==> src/rtl/axi_hdr_pkg.sv <==
// rtl/axi_hdr_pkg.sv - shared state type and keep helpers for the insert-header sequencer
package axi_hdr_pkg;

    typedef enum logic [1:0] {
        ST_IDLE   = 2'd0,
        ST_STREAM = 2'd1,
        ST_FLUSH  = 2'd2
    } state_e;

    // Wide enough for any supported beat; users slice down to their byte count.
    localparam int KEEP_MAX_WD = 64;
    localparam logic [KEEP_MAX_WD-1:0] KEEP_ALL_ONES = '1;
    localparam logic [KEEP_MAX_WD-1:0] KEEP_ZERO     = '0;

    function automatic int unsigned keep_popcount(input logic [KEEP_MAX_WD-1:0] keep);
        int unsigned cnt;
        cnt = 0;
        for (int i = 0; i < KEEP_MAX_WD; i++) begin
            cnt = cnt + {31'd0, keep[i]};
        end
        return cnt;
    endfunction

endpackage

==> src/rtl/insert_header_sequencer_data_combiner.sv <==
// rtl/insert_header_sequencer_data_combiner.sv - merges low-aligned residue bytes ahead of MSB-aligned payload bytes
module data_combiner
    import axi_hdr_pkg::*;
#(
    parameter int DATA_WD      = 32,
    parameter int DATA_BYTE_WD = DATA_WD / 8,
    parameter int BYTE_CNT_WD  = $clog2(DATA_BYTE_WD)
) (
    input  logic [DATA_WD-1:0]      data_1_i,
    input  logic [DATA_BYTE_WD-1:0] keep_1_i,
    input  logic [DATA_WD-1:0]      data_2_i,
    input  logic [DATA_BYTE_WD-1:0] keep_2_i,
    output logic [DATA_WD-1:0]      combined_data_1_o,
    output logic [DATA_BYTE_WD-1:0] combined_keep_1_o,
    output logic [DATA_WD-1:0]      combined_data_2_o,
    output logic [DATA_BYTE_WD-1:0] combined_keep_2_o,
    output logic                    combine_overflow_o
);

    localparam int NB = DATA_BYTE_WD;
    localparam logic [BYTE_CNT_WD+1:0] NB_CNT = (BYTE_CNT_WD + 2)'(NB);

    logic [BYTE_CNT_WD:0]    cnt_1;
    logic [BYTE_CNT_WD:0]    cnt_2;
    logic [BYTE_CNT_WD+1:0]  cnt_sum;
    logic [BYTE_CNT_WD+1:0]  cnt_spill;
    logic [DATA_WD-1:0]      data_1_m;
    logic [DATA_WD-1:0]      data_2_m;
    logic [DATA_WD-1:0]      data_1_msb;
    logic [2*DATA_WD-1:0]    merged;
    logic [DATA_BYTE_WD-1:0] ones;

    always_comb begin
        cnt_1    = (BYTE_CNT_WD + 1)'(keep_popcount(KEEP_MAX_WD'(keep_1_i)));
        cnt_2    = (BYTE_CNT_WD + 1)'(keep_popcount(KEEP_MAX_WD'(keep_2_i)));
        data_1_m = '0;
        data_2_m = '0;
        for (int b = 0; b < NB; b++) begin
            data_1_m[b*8 +: 8] = keep_1_i[b] ? data_1_i[b*8 +: 8] : 8'h00;
            data_2_m[b*8 +: 8] = keep_2_i[b] ? data_2_i[b*8 +: 8] : 8'h00;
        end
        // Residue goes first in stream order, so lift it to the top before appending payload.
        data_1_msb = data_1_m << (8 * (NB - int'(cnt_1)));
        merged     = {data_1_msb, {DATA_WD{1'b0}}}
                   | ({data_2_m, {DATA_WD{1'b0}}} >> (8 * int'(cnt_1)));
        cnt_sum            = (BYTE_CNT_WD + 2)'(cnt_1) + (BYTE_CNT_WD + 2)'(cnt_2);
        combine_overflow_o = cnt_sum > NB_CNT;
        cnt_spill          = combine_overflow_o ? cnt_sum - NB_CNT : '0;
        ones               = '1;
        combined_data_1_o  = merged[2*DATA_WD-1 -: DATA_WD];
        combined_keep_1_o  = ~(ones >> cnt_sum);
        // Spilled bytes are handed back low-aligned, the same shape as a header residue.
        combined_data_2_o  = merged[DATA_WD-1:0] >> (8 * (NB - int'(cnt_spill)));
        combined_keep_2_o  = ~(ones << cnt_spill);
    end

endmodule

==> src/rtl/insert_header_sequencer.sv <==
// rtl/insert_header_sequencer.sv - prepends one variable-length header per frame onto an AXI-stream payload
module insert_header_sequencer
    import axi_hdr_pkg::*;
#(
    parameter int DATA_WD      = 32,
    parameter int DATA_BYTE_WD = DATA_WD / 8,
    parameter int BYTE_CNT_WD  = $clog2(DATA_BYTE_WD)
) (
    input  logic                    clk,
    input  logic                    rst_n,
    input  logic                    valid_insert,
    input  logic [DATA_WD-1:0]      data_insert,
    input  logic [DATA_BYTE_WD-1:0] keep_insert,
    output logic                    ready_insert,
    input  logic                    valid_in,
    input  logic [DATA_WD-1:0]      data_in,
    input  logic [DATA_BYTE_WD-1:0] keep_in,
    input  logic                    last_in,
    output logic                    ready_in,
    output logic                    valid_out,
    output logic [DATA_WD-1:0]      data_out,
    output logic [DATA_BYTE_WD-1:0] keep_out,
    output logic                    last_out,
    input  logic                    ready_out,
    output logic                    busy
);

    localparam logic [DATA_BYTE_WD-1:0] KEEP_ONES = KEEP_ALL_ONES[DATA_BYTE_WD-1:0];
    localparam logic [DATA_BYTE_WD-1:0] KEEP_NONE = KEEP_ZERO[DATA_BYTE_WD-1:0];

    state_e                  state_q;
    logic [DATA_WD-1:0]      res_data_q;
    logic [DATA_BYTE_WD-1:0] res_keep_q;
    logic                    valid_out_q;
    logic [DATA_WD-1:0]      data_out_q;
    logic [DATA_BYTE_WD-1:0] keep_out_q;
    logic                    last_out_q;

    logic                    slot_free;
    logic                    hdr_fire;
    logic                    pay_fire;
    logic [DATA_WD-1:0]      comb_in_data_2;
    logic [DATA_BYTE_WD-1:0] comb_in_keep_2;
    logic [DATA_WD-1:0]      comb_data_1;
    logic [DATA_BYTE_WD-1:0] comb_keep_1;
    logic [DATA_WD-1:0]      comb_data_2;
    logic [DATA_BYTE_WD-1:0] comb_keep_2;
    logic                    comb_ovf;

    assign slot_free    = !valid_out_q || ready_out;
    // Header acceptance ignores the output slot so a stalled last beat does not block the next frame.
    assign ready_insert = rst_n && (state_q == ST_IDLE);
    assign ready_in     = (state_q == ST_STREAM) && slot_free;
    assign hdr_fire     = valid_insert && ready_insert;
    assign pay_fire     = valid_in && ready_in;
    assign busy         = (state_q != ST_IDLE);

    // Outside STREAM the second operand is empty, which simply left-aligns the residue.
    assign comb_in_data_2 = (state_q == ST_STREAM) ? data_in : '0;
    assign comb_in_keep_2 = (state_q == ST_STREAM) ? keep_in : KEEP_NONE;

    data_combiner #(
        .DATA_WD      (DATA_WD),
        .DATA_BYTE_WD (DATA_BYTE_WD),
        .BYTE_CNT_WD  (BYTE_CNT_WD)
    ) u_combiner (
        .data_1_i           (res_data_q),
        .keep_1_i           (res_keep_q),
        .data_2_i           (comb_in_data_2),
        .keep_2_i           (comb_in_keep_2),
        .combined_data_1_o  (comb_data_1),
        .combined_keep_1_o  (comb_keep_1),
        .combined_data_2_o  (comb_data_2),
        .combined_keep_2_o  (comb_keep_2),
        .combine_overflow_o (comb_ovf)
    );

    always_ff @(posedge clk or negedge rst_n) begin
        if (!rst_n) begin
            state_q     <= ST_IDLE;
            res_data_q  <= '0;
            res_keep_q  <= '0;
            valid_out_q <= 1'b0;
            data_out_q  <= '0;
            keep_out_q  <= '0;
            last_out_q  <= 1'b0;
        end else begin
            case (state_q)
                ST_IDLE: begin
                    if (slot_free) begin
                        valid_out_q <= 1'b0;
                    end
                    if (hdr_fire) begin
                        res_data_q <= data_insert;
                        res_keep_q <= keep_insert;
                        state_q    <= ST_STREAM;
                    end
                end
                ST_STREAM: begin
                    if (pay_fire) begin
                        valid_out_q <= 1'b1;
                        data_out_q  <= comb_data_1;
                        keep_out_q  <= comb_keep_1;
                        res_data_q  <= comb_data_2;
                        res_keep_q  <= comb_keep_2;
                        if (last_in) begin
                            last_out_q <= !comb_ovf;
                            state_q    <= comb_ovf ? ST_FLUSH : ST_IDLE;
                        end else begin
                            last_out_q <= 1'b0;
                        end
                    end else if (slot_free) begin
                        valid_out_q <= 1'b0;
                    end
                end
                ST_FLUSH: begin
                    if (slot_free) begin
                        valid_out_q <= 1'b1;
                        data_out_q  <= comb_data_1;
                        keep_out_q  <= comb_keep_1;
                        last_out_q  <= 1'b1;
                        res_data_q  <= '0;
                        res_keep_q  <= '0;
                        state_q     <= ST_IDLE;
                    end
                end
                default: state_q <= ST_IDLE;
            endcase
        end
    end

    always_ff @(posedge clk) begin
        if (rst_n && valid_out_q && !last_out_q) begin
            assert (int'(keep_popcount(KEEP_MAX_WD'(keep_out_q))) == DATA_BYTE_WD && keep_out_q == KEEP_ONES);
        end
    end

    assign valid_out = valid_out_q;
    assign data_out  = data_out_q;
    assign keep_out  = keep_out_q;
    assign last_out  = last_out_q;

endmodule

==> config.mk <==
export PLATFORM = sky130hd
export DESIGN_NAME = insert_header_sequencer
export DESIGN_NICKNAME = d
export VERILOG_FILES = /design/src/rtl/axi_hdr_pkg.sv /design/src/rtl/insert_header_sequencer_data_combiner.sv /design/src/rtl/insert_header_sequencer.sv
export SDC_FILE = /design/constraint.sdc
export NUM_CORES = 1
export LEC_CHECK = 0
export BUFFER_PORTS_ARGS = -buffer_cell sky130_fd_sc_hd__buf_4
export CAP_MARGIN = 20
export CORE_MARGIN = 4
export CORE_UTILIZATION = 30
export CTS_BUF_LIST = sky130_fd_sc_hd__clkbuf_8
export CTS_CLUSTER_DIAMETER = 120
export DETAILED_ROUTE_END_ITERATION = 7
export PLACE_DENSITY = 0.5
export SLEW_MARGIN = 20
export SYNTH_ARGS = -nofsm -noshare
export SYNTH_HDL_FRONTEND = slang
export SYNTH_SLANG_ARGS = --single-unit
==> constraint.sdc <==
create_clock -name clk -period 12 [get_ports clk]
set_input_delay 3 -clock clk [delete_from_list [all_inputs] [get_ports clk]]
set_output_delay 3 -clock clk [all_outputs]
set_load 0.01 [all_outputs]
==> flow_metrics.tcl, run 1 <==
set metrics [dict create \
    first_global_vias 5935 \
    cts-root-to-sink-buffers 2 \
    worst-endpoint-required_ps 12310 \
    number_of_synthesized_flops_with_an_enable_pin 0 \
    post_drt_via_cell_ratio 5.90 \
    antenna_found_initial 0 \
    cts_setup_buffers 0 \
    critical_path.n_buffers_inverters 2 \
    timing.reg2reg.worst_path_depth 12 \
    1st_iter_drt_viols 641 \
    n_fill_cell 1997 \
    cts_buffers 9 \
    worstSetupPathDepth 16 \
    inserted_diodes 0 \
    clk_latency_ps 400 \
    timing.setup.critical_path_class "in -> reg" \
    synth-main-ff-cell "sky130_fd_sc_hd__dfrtp_1" \
    dr.pass1.iters 5 \
    largest_net_degree_at_the_start_of_global_routing 74 \
    postRouteWirelength_mm 23.8 \
    synth_cell_types 62 \
    post_synthesis_cell_type_with_the_largest_combined_area "sky130_fd_sc_hd__dfrtp_1" \
    fp.dieW_um 147 \
    regToRegEndpoint "data_out[5]$_DFFE_PN0P_" \
    reg2reg_slack_ps 6840 \
    period_minus_slack_ps 6850 \
    cts.repair.resized 0 \
    layout_net_count 899 \
    coreArea_mm2 0.0188 \
    final-hold-violation-count 0 \
    timing.critical_path.from_type "input pin" \
    clockRootBuffer "sky130_fd_sc_hd__clkbuf_8" \
    route.detailed.wl_per_inst_um 22.2 \
    starting_density_pct 30.6 \
    cts.hold.buffers_added 0 \
    max_clock_freq_mhz 146 \
    data_arrival_time_of_the_critical_path_ps 7160 \
    synth_area_leaders "sky130_fd_sc_hd__dfrtp_1, sky130_fd_sc_hd__a21oi_1, sky130_fd_sc_hd__nor2_1, sky130_fd_sc_hd__o22ai_1, sky130_fd_sc_hd__nand2_1" \
    grt_pass1_wl_mm 36.3 \
    synthesis.yosys.warnings 0 \
    drc_violations 0 \
    cp_slowest_stage_delay_ps 490 \
    hold_class "reg -> reg" \
    finalMaxSlewViolations 0 \
    holdPathStages 1 \
    hp-start "data_out[9]$_DFFE_PN0P_" \
    slew_headroom_pct 35.4 \
    clock_transition_at_the_registers_of_the_reported_paths_ps 100 \
    areaGrowthSynthToFinish_pct 21.4 \
    async_reset_ff_share_pct 100 \
    place.port_buffers 118 \
    run_status "finished clean" \
    antenna_left 0 \
    clock_sink_total 76 \
    timing.critical_path.max_delay_family "adder cells" \
    timing.final.crit_share_pct 57.0 \
    netlist_instances 731 \
    synth_largest_type_area_fraction_pct 33.0 \
    place.detailed.hpwl_mm 18.5 \
    mapped_nets 826 \
    vias 6309 \
    worst_hold_endpoint "data_out[9]$_DFFE_PN0P_" \
    cts_tree "yes" \
    io_pins 119 \
    mostFrequentLayoutCell "sky130_fd_sc_hd__buf_4" \
    critical_path.cell_chain "buf_4 -> and2_1 -> ha_1 -> fa_1 -> ha_1 -> fa_1 -> and2_1 -> a21oi_1 -> or2_2 -> nand2_1 -> ha_1 -> nand4b_1 -> mux2i_2 -> nor3b_1 -> inv_1 -> o21ai_0" \
    critical-path-slowest-cell "sky130_fd_sc_hd__fa_1" \
    die-area_mm2 0.0215 \
    final_layout_size_suffix_gt1_share_pct 19.9 \
    fin_setup_tns_ps 0 \
    setup-violations-final 0 \
    synth_sequential_area_ratio_pct 33.0 \
    critical_path.reg2reg.startpoint "res_keep_q[0]$_DFFE_PN0P_" \
    grt.total_usage_pct 21.7 \
    worst_setup_path_end_kind "flop" \
    globalRoute.totalOverflow 0 \
    cap_violations 0 \
    cp_max_fo 17 \
    most-common-layout-cells "sky130_fd_sc_hd__buf_4, sky130_fd_sc_hd__a21oi_1, sky130_fd_sc_hd__nor2_1, sky130_fd_sc_hd__dfrtp_1, sky130_fd_sc_hd__nand2_1" \
    synthesis.area_per_instance_um2 7.89 \
    die_height_um 147 \
    netlist_area_mm2 0.00577 \
    placement_rows 50 \
    skew_ps 18.9 \
    place_congestion 0.893 \
    clock_tree.htree_level_count 3 \
    number_of_synthesized_register_bits 76 \
    worstMarginPinSlew_ps 963 \
    crit_top_cell "sky130_fd_sc_hd__ha_1" \
    rsz_0062_raised_after_global_routing "no" \
]
==> metal layers <==
layer  global-route usage [%]  share of wire (%)  vias to the layer above
li1                         -                  -                     2902
met1                     32.5                 47                     3057
met2                     31.6                 43                      325
met3                     4.53                8.7                       25
met4                     5.32                1.6                        0
met5                        0                  0                        -
==> Yosys cell counts, types with 3 or more instances <==
cell type and count:
sky130_fd_sc_hd__a21oi_1 101, sky130_fd_sc_hd__nor2_1 91, sky130_fd_sc_hd__dfrtp_1 76, sky130_fd_sc_hd__nand2_1 48, sky130_fd_sc_hd__o22ai_1 46, sky130_fd_sc_hd__clkbuf_1 35
sky130_fd_sc_hd__o21ai_0 30, sky130_fd_sc_hd__nand3_1 24, sky130_fd_sc_hd__inv_1 21, sky130_fd_sc_hd__buf_2 19, sky130_fd_sc_hd__nand3b_1 19, sky130_fd_sc_hd__a221oi_1 18
sky130_fd_sc_hd__o21a_1 18, sky130_fd_sc_hd__a22o_1 17, sky130_fd_sc_hd__o32ai_1 16, sky130_fd_sc_hd__ha_1 14, sky130_fd_sc_hd__a22oi_1 12, sky130_fd_sc_hd__and3_1 10
sky130_fd_sc_hd__nand4_1 10, sky130_fd_sc_hd__a222oi_1 9, sky130_fd_sc_hd__a31oi_1 9, sky130_fd_sc_hd__nor3_1 9, sky130_fd_sc_hd__and2_1 8, sky130_fd_sc_hd__nand2b_1 8
sky130_fd_sc_hd__o221ai_1 8, sky130_fd_sc_hd__buf_1 4, sky130_fd_sc_hd__or2_2 4, sky130_fd_sc_hd__clkbuf_2 3, sky130_fd_sc_hd__fa_1 3
==> flip-flops by register name, indices dropped and copies added (netlist names) <==
register    count
data_out       32
keep_out        4
last_out        1
res_data_q     32
res_keep_q      4
state_q         2
valid_out       1
==> worst max path at each step <==
stage | slack, ps | startpoint | endpoint
floorplan | 4860 | keep_in[1] | res_data_q[10]$_DFFE_PN0P_
global placement | 4880 | keep_in[1] | res_data_q[13]$_DFFE_PN0P_
global route | 4870 | keep_in[1] | res_data_q[14]$_DFFE_PN0P_
CTS | 5200 | keep_in[1] | res_data_q[13]$_DFFE_PN0P_
detailed placement | 4780 | keep_in[1] | res_data_q[13]$_DFFE_PN0P_
finish | 5150 | keep_in[1] | res_data_q[13]$_DFFE_PN0P_
==> area by class of cell <==
type	count	area, um^2	share of cell area (%)
timing repair buffer	127	973	13.9
clock inverter	7	93.8	1.34
tap	260	325	4.64
clock buffer	9	124	1.77
sequential	76	1900	27.2
multi-input combinational	567	3500	50.0
inverter	23	86.3	1.23
==> cells by family (layout without fill, tap and decap cells) <==
| logic type | Yosys count | count (layout) | synth area share [%] |
|---|---|---|---|
| compound gates | 299 | 299 | 33.9 |
| xor+xnor | 3 | 3 | 0.455 |
| fa+ha+maj | 17 | 17 | 4.08 |
| buf+inv | 88 | 166 | 6.63 |
| flops | 76 | 76 | 33.0 |
| mux | 4 | 4 | 0.802 |
| simple gates | 244 | 244 | 21.1 |
==> stage by stage <==
step	setup WS [ps]	hold slack (ps)	util (%)	area, um^2	cells
after floorplan	4860	463	-	5770	731
after global placement	4880	482	35.9	6760	1052
after detailed placement	4780	481	35.9	6760	1052
after CTS	5200	500	37.0	6980	1068
after global routing	4870	520	37.2	7000	1069
final	5150	498	37.2	7000	1069
Power of run 1 is left out: the tool's default activity adds up to more than one toggle a clock period on the data nets, which glitch-free logic cannot reach.
==> inputs of run 2 (changes only) <==
--- a/config.mk
+++ b/config.mk
@@ -12,7 +12,7 @@
 export CTS_BUF_LIST = sky130_fd_sc_hd__clkbuf_8
 export CTS_CLUSTER_DIAMETER = 120
 export DETAILED_ROUTE_END_ITERATION = 7
-export PLACE_DENSITY = 0.5
+export PLACE_DENSITY = 0.52
 export SLEW_MARGIN = 20
 export SYNTH_ARGS = -nofsm -noshare
 export SYNTH_HDL_FRONTEND = slang
==> constraint.sdc (replaced) <==
create_clock -name clk -period 6.1 [get_ports clk]
set_input_delay 1.525 -clock clk [delete_from_list [all_inputs] [get_ports clk]]
set_output_delay 1.525 -clock clk [all_outputs]
set_load 0.01 [all_outputs]
==> flow_metrics.tcl, run 2 (same netlist as run 1, synthesis figures left out) <==
set metrics [dict create \
    run_status "finished clean" \
    skew_ps 18.2 \
    largest_net_degree_at_the_start_of_global_routing 61 \
    slew_headroom_pct 36.8 \
    data_arrival_time_of_the_critical_path_ps 5510 \
    hold_slack_ps 500 \
    clk_latency_ps 390 \
    clockRootBuffer "sky130_fd_sc_hd__clkbuf_8" \
    max_clock_freq_mhz 189 \
    critical_path.n_buffers_inverters 1 \
    cp_slowest_stage_delay_ps 490 \
    worst-endpoint-required_ps 6320 \
    setup-violations-final 0 \
    fp.dieW_um 147 \
    vias 6193 \
    antenna_found_initial 0 \
    globalRoute.totalOverflow 0 \
    grt.total_usage_pct 20.3 \
    clock_tree.htree_level_count 3 \
    antenna_left 0 \
    place.port_buffers 118 \
    critical_path.cell_chain "buf_4 -> and2_1 -> ha_1 -> fa_1 -> ha_1 -> fa_1 -> and2_1 -> a21oi_1 -> or2_2 -> nand2_1 -> ha_1 -> nand3_1 -> o221a_2 -> o22ai_1 -> a222oi_1 -> a21oi_1" \
    timing.setup.critical_path_class "in -> reg" \
    coreArea_mm2 0.0188 \
    areaGrowthSynthToFinish_pct 21.0 \
    starting_density_pct 30.6 \
    layout_net_count 901 \
    most-common-layout-cells "sky130_fd_sc_hd__buf_4, sky130_fd_sc_hd__a21oi_1, sky130_fd_sc_hd__nor2_1, sky130_fd_sc_hd__dfrtp_1, sky130_fd_sc_hd__nand2_1" \
    worst_setup_path_end_kind "flop" \
    place_congestion 0.945 \
    cts-root-to-sink-buffers 2 \
    cp-startpoint "keep_in[0]" \
    period_minus_slack_ps 5290 \
    cap_violations 0 \
    n_fill_cell 1982 \
    cts_buffers 9 \
    io_pins 119 \
    clock_sink_total 76 \
    postRouteWirelength_mm 22.4 \
    die-area_mm2 0.0215 \
    grt_pass1_wl_mm 34.3 \
    worstMarginPinSlew_ps 945 \
    die_height_um 147 \
    hold_class "reg -> reg" \
    drc_violations 0 \
    post_drt_via_cell_ratio 5.78 \
    cts_setup_buffers 0 \
    first_global_vias 5596 \
    critical-path-slowest-cell "sky130_fd_sc_hd__fa_1" \
    1st_iter_drt_viols 802 \
    final_layout_size_suffix_gt1_share_pct 20.2 \
    cts_tree "yes" \
    inserted_diodes 0 \
    hp-start "data_out[15]$_DFFE_PN0P_" \
    crit_top_cell "sky130_fd_sc_hd__ha_1" \
    route.detailed.wl_per_inst_um 20.9 \
    timing.critical_path.max_delay_family "adder cells" \
    clock_transition_at_the_registers_of_the_reported_paths_ps 90 \
    place.detailed.hpwl_mm 17.1 \
    placement_rows 50 \
    final-hold-violation-count 0 \
    seq_area_mm2 0.00190 \
    finalMaxSlewViolations 0 \
    rsz_0062_raised_after_global_routing "no" \
    fin_setup_tns_ps 0 \
    multiInputGateArea_mm2 0.00350 \
    cts.hold.buffers_added 0 \
    cp_max_fo 19 \
    dr.pass1.iters 6 \
    cts.repair.resized 0 \
    mostFrequentLayoutCell "sky130_fd_sc_hd__buf_4" \
    critical_path.reg2reg.startpoint "state_q[1]$_DFFE_PN0P_" \
    timing.final.crit_share_pct 86.7 \
    timing.critical_path.from_type "input pin" \
]
[run 2: cell types whose count changed in the layout (fill, tap and decap cells not counted), sizes merged]
cell | previous run | this run
bufinv | 1 | 0
clkinv | 3 | 1
buf | 127 | 129
clkbuf | 9 | 10
clkinvlp | 1 | 2
inv | 25 | 26
[run 2: worst reg2reg max path, cell delays in order, from the launching register on]
cell                       delay (ps)
sky130_fd_sc_hd__dfrtp_1          420
sky130_fd_sc_hd__inv_1             90
sky130_fd_sc_hd__ha_1             250
sky130_fd_sc_hd__buf_4            380
sky130_fd_sc_hd__and2_1           210
sky130_fd_sc_hd__fa_1             440
sky130_fd_sc_hd__ha_1             250
sky130_fd_sc_hd__fa_1             470
sky130_fd_sc_hd__and2_1           200
sky130_fd_sc_hd__a21oi_1          260
sky130_fd_sc_hd__or2_2            200
sky130_fd_sc_hd__nand2_1           70
sky130_fd_sc_hd__ha_1             250
sky130_fd_sc_hd__nand3_1          100
sky130_fd_sc_hd__o221a_2          440
sky130_fd_sc_hd__o22ai_1          210
sky130_fd_sc_hd__a222oi_1         340
sky130_fd_sc_hd__a21oi_1          120
[run 2: stage by stage]
stage | util (%) | worst slack [ps] | cells | area [um^2]
finish | 37.1 | 814 | 1071 | 6980
global route | 37.1 | 550 | 1071 | 6980
CTS | 37.0 | 901 | 1070 | 6960
detailed placement | 36.0 | 502 | 1054 | 6770
global placement | 36.0 | 581 | 1054 | 6770
floorplan | - | 435 | 731 | 5770
[run 2: path summary, 6_finish.rpt]
| kind | end | slack (ps) | cells past startpoint |
|---|---|---|---|
| hold / removal | data_out[15]$_DFFE_PN0P_ | 500 | 1 |
| setup / recovery | res_data_q[0]$_DFFE_PN0P_ | 810 | 16 |
| setup reg to reg | res_data_q[0]$_DFFE_PN0P_ | 1240 | 17 |
| hold reg to reg | data_out[15]$_DFFE_PN0P_ | 500 | 1 |
| min in group asynchronous | data_out[5]$_DFFE_PN0P_ | 1050 | 1 |
| max in group asynchronous | data_out[30]$_DFFE_PN0P_ | 4030 | 2 |
[run 2: final cells by class]
type | instances | area share, %
inverters | 23 | 1.24
multi-input cells | 567 | 50.2
clock buffers | 10 | 1.97
flip-flops and latches | 76 | 27.2
repair buffers | 129 | 14.0
well taps | 260 | 4.66
clock inverters | 6 | 0.752
[run 2: layer usage]
layer	GRT usage [%]	part of all wire, %
met5	0	0
met4	5.36	1.5
met3	4.57	9.8
met2	26.6	40
met1	32.7	49
Power of run 2 is left out for the same reason.
==> inputs of run 3 (changes only) <==
--- a/config.mk
+++ b/config.mk
@@ -13,6 +13,7 @@
 export CTS_CLUSTER_DIAMETER = 120
 export DETAILED_ROUTE_END_ITERATION = 7
 export PLACE_DENSITY = 0.52
+export RECOVER_POWER = 50
 export SLEW_MARGIN = 20
 export SYNTH_ARGS = -nofsm -noshare
 export SYNTH_HDL_FRONTEND = slang
==> flow_metrics.tcl, run 3 (same netlist as run 1, synthesis figures left out) <==
set metrics [dict create \
    worst_setup_path_end_kind "flop" \
    setup-violations-final 0 \
    clock_sink_total 76 \
    place.detailed.hpwl_mm 17.1 \
    place.port_buffers 118 \
    timing.setup.critical_path_class "in -> reg" \
    clock_tree.htree_level_count 3 \
    fin_setup_tns_ps 0 \
    drc_violations 0 \
    vias 6169 \
    hp-start "last_out$_DFFE_PN0P_" \
    cap_violations 2 \
    reg2reg_slack_ps 1260 \
    first_global_vias 5596 \
    final_layout_size_suffix_gt1_share_pct 17.6 \
    skew_ps 19.4 \
    hold_slack_ps 498 \
    route.detailed.wl_per_inst_um 20.9 \
    timing.critical_path.from_type "input pin" \
    io_pins 119 \
    dr.pass1.iters 6 \
    cts.repair.resized 0 \
    coreArea_mm2 0.0188 \
    slew_headroom_pct -93.8 \
    holdPathStages 2 \
    areaGrowthSynthToFinish_pct 19.7 \
    cp_max_fo 19 \
    regToRegEndpoint "res_data_q[0]$_DFFE_PN0P_" \
    die_height_um 147 \
    place_congestion 0.945 \
    timing.reg2reg.worst_path_depth 17 \
    critical_path.reg2reg.startpoint "state_q[1]$_DFFE_PN0P_" \
    post_layout_nonfiller_instances 1071 \
    inserted_diodes 0 \
    worst-endpoint-required_ps 6320 \
    run_status "complete, but fails checks" \
    worstMarginPinSlew_ps 2910 \
    hold_class "reg -> reg" \
    postRouteWirelength_mm 22.4 \
    mostFrequentLayoutCell "sky130_fd_sc_hd__buf_4" \
    final-hold-violation-count 0 \
    globalRoute.totalOverflow 0 \
    cts_buffers 9 \
    fp.dieW_um 147 \
    antenna_left 0 \
    max_clock_freq_mhz 190 \
    violated_checks "max-capacitance violations, max-slew violations" \
    post_drt_via_cell_ratio 5.76 \
    cts_tree "yes" \
    finalMaxSlewViolations 81 \
    cts-root-to-sink-buffers 2 \
    clock_transition_at_the_registers_of_the_reported_paths_ps 80 \
    placement_rows 50 \
    data_arrival_time_of_the_critical_path_ps 5490 \
    die-area_mm2 0.0215 \
    period_minus_slack_ps 5260 \
    clk_latency_ps 390 \
    starting_density_pct 30.6 \
    clockRootBuffer "sky130_fd_sc_hd__clkbuf_8" \
    placed_cells_incl_taps 1054 \
    worst_hold_endpoint "last_out$_DFFE_PN0P_" \
    1st_iter_drt_viols 756 \
    layout_net_count 901 \
    utilization_pct 36.7 \
    cts_setup_buffers 0 \
    cts.hold.buffers_added 0 \
    rsz_0062_raised_after_global_routing "no" \
    antenna_found_initial 0 \
    timing.final.crit_share_pct 86.3 \
    grt_pass1_wl_mm 34.3 \
    most-common-layout-cells "sky130_fd_sc_hd__buf_4, sky130_fd_sc_hd__a21oi_1, sky130_fd_sc_hd__nor2_1, sky130_fd_sc_hd__dfrtp_1, sky130_fd_sc_hd__nand2_1" \
    largest_net_degree_at_the_start_of_global_routing 61 \
    grt.total_usage_pct 20.3 \
]
==> run 3: cell count changes in the layout (fill, tap and decap cells not counted), sizes merged <==
| cell | change |
|---|---|
| buf | -22 |
| clkbuf | +22 |
==> run 3: final cells by class <==
cell class | count | area (um^2)
repair buffers | 129 | 897
well taps | 260 | 325
inverters | 23 | 86.3
clock buffers | 10 | 138
flip-flops and latches | 76 | 1900
clock inverters | 6 | 52.6
multi-input cells | 567 | 3500
fillers | 1992 | 11900
==> run 3: layer usage <==
| layer | vias up | track usage (%) | routed length [um] |
|---|---|---|---|
| met5 | - | 0 | 0 |
| met4 | 0 | 5.36 | 326 |
| met3 | 17 | 4.57 | 2180 |
| met2 | 323 | 26.6 | 8990 |
| met1 | 2931 | 32.7 | 10900 |
| li1 | 2898 | - | - |
==> run 3: worst max path at each step <==
stage	startpoint	endpoint	slack, ps
4_1_cts	keep_in[1]	res_data_q[7]$_DFFE_PN0P_	900
3_5_place_dp	keep_in[0]	res_data_q[7]$_DFFE_PN0P_	500
3_3_place_gp	keep_in[0]	res_data_q[0]$_DFFE_PN0P_	580
6_report	keep_in[1]	res_data_q[0]$_DFFE_PN0P_	840
2_1_floorplan	keep_in[1]	res_data_q[10]$_DFFE_PN0P_	440
5_1_grt	rst_n	data_out[29]$_DFFE_PN0P_	320
==> run 3: worst max-delay path, stage by stage <==
cell	delay (ps)
sky130_fd_sc_hd__buf_4	170
sky130_fd_sc_hd__and2_1	150
sky130_fd_sc_hd__ha_1	280
sky130_fd_sc_hd__fa_1	360
sky130_fd_sc_hd__ha_1	320
sky130_fd_sc_hd__fa_1	490
sky130_fd_sc_hd__and2_1	200
sky130_fd_sc_hd__a21oi_1	260
sky130_fd_sc_hd__or2_2	200
sky130_fd_sc_hd__nand2_1	70
sky130_fd_sc_hd__ha_1	250
sky130_fd_sc_hd__nand3_1	100
sky130_fd_sc_hd__o221a_2	440
sky130_fd_sc_hd__o22ai_1	200
sky130_fd_sc_hd__a222oi_1	330
sky130_fd_sc_hd__a21oi_1	110
==> run 3: stage by stage <==
stage / instance area, um^2 / setup slack, ps
floorplan: 5770 / 435
global placement: 6770 / 581
detailed placement: 6770 / 502
CTS: 6960 / 901
global route: 6910 / 319
finish: 6910 / 835
Power of run 3 is left out for the same reason.
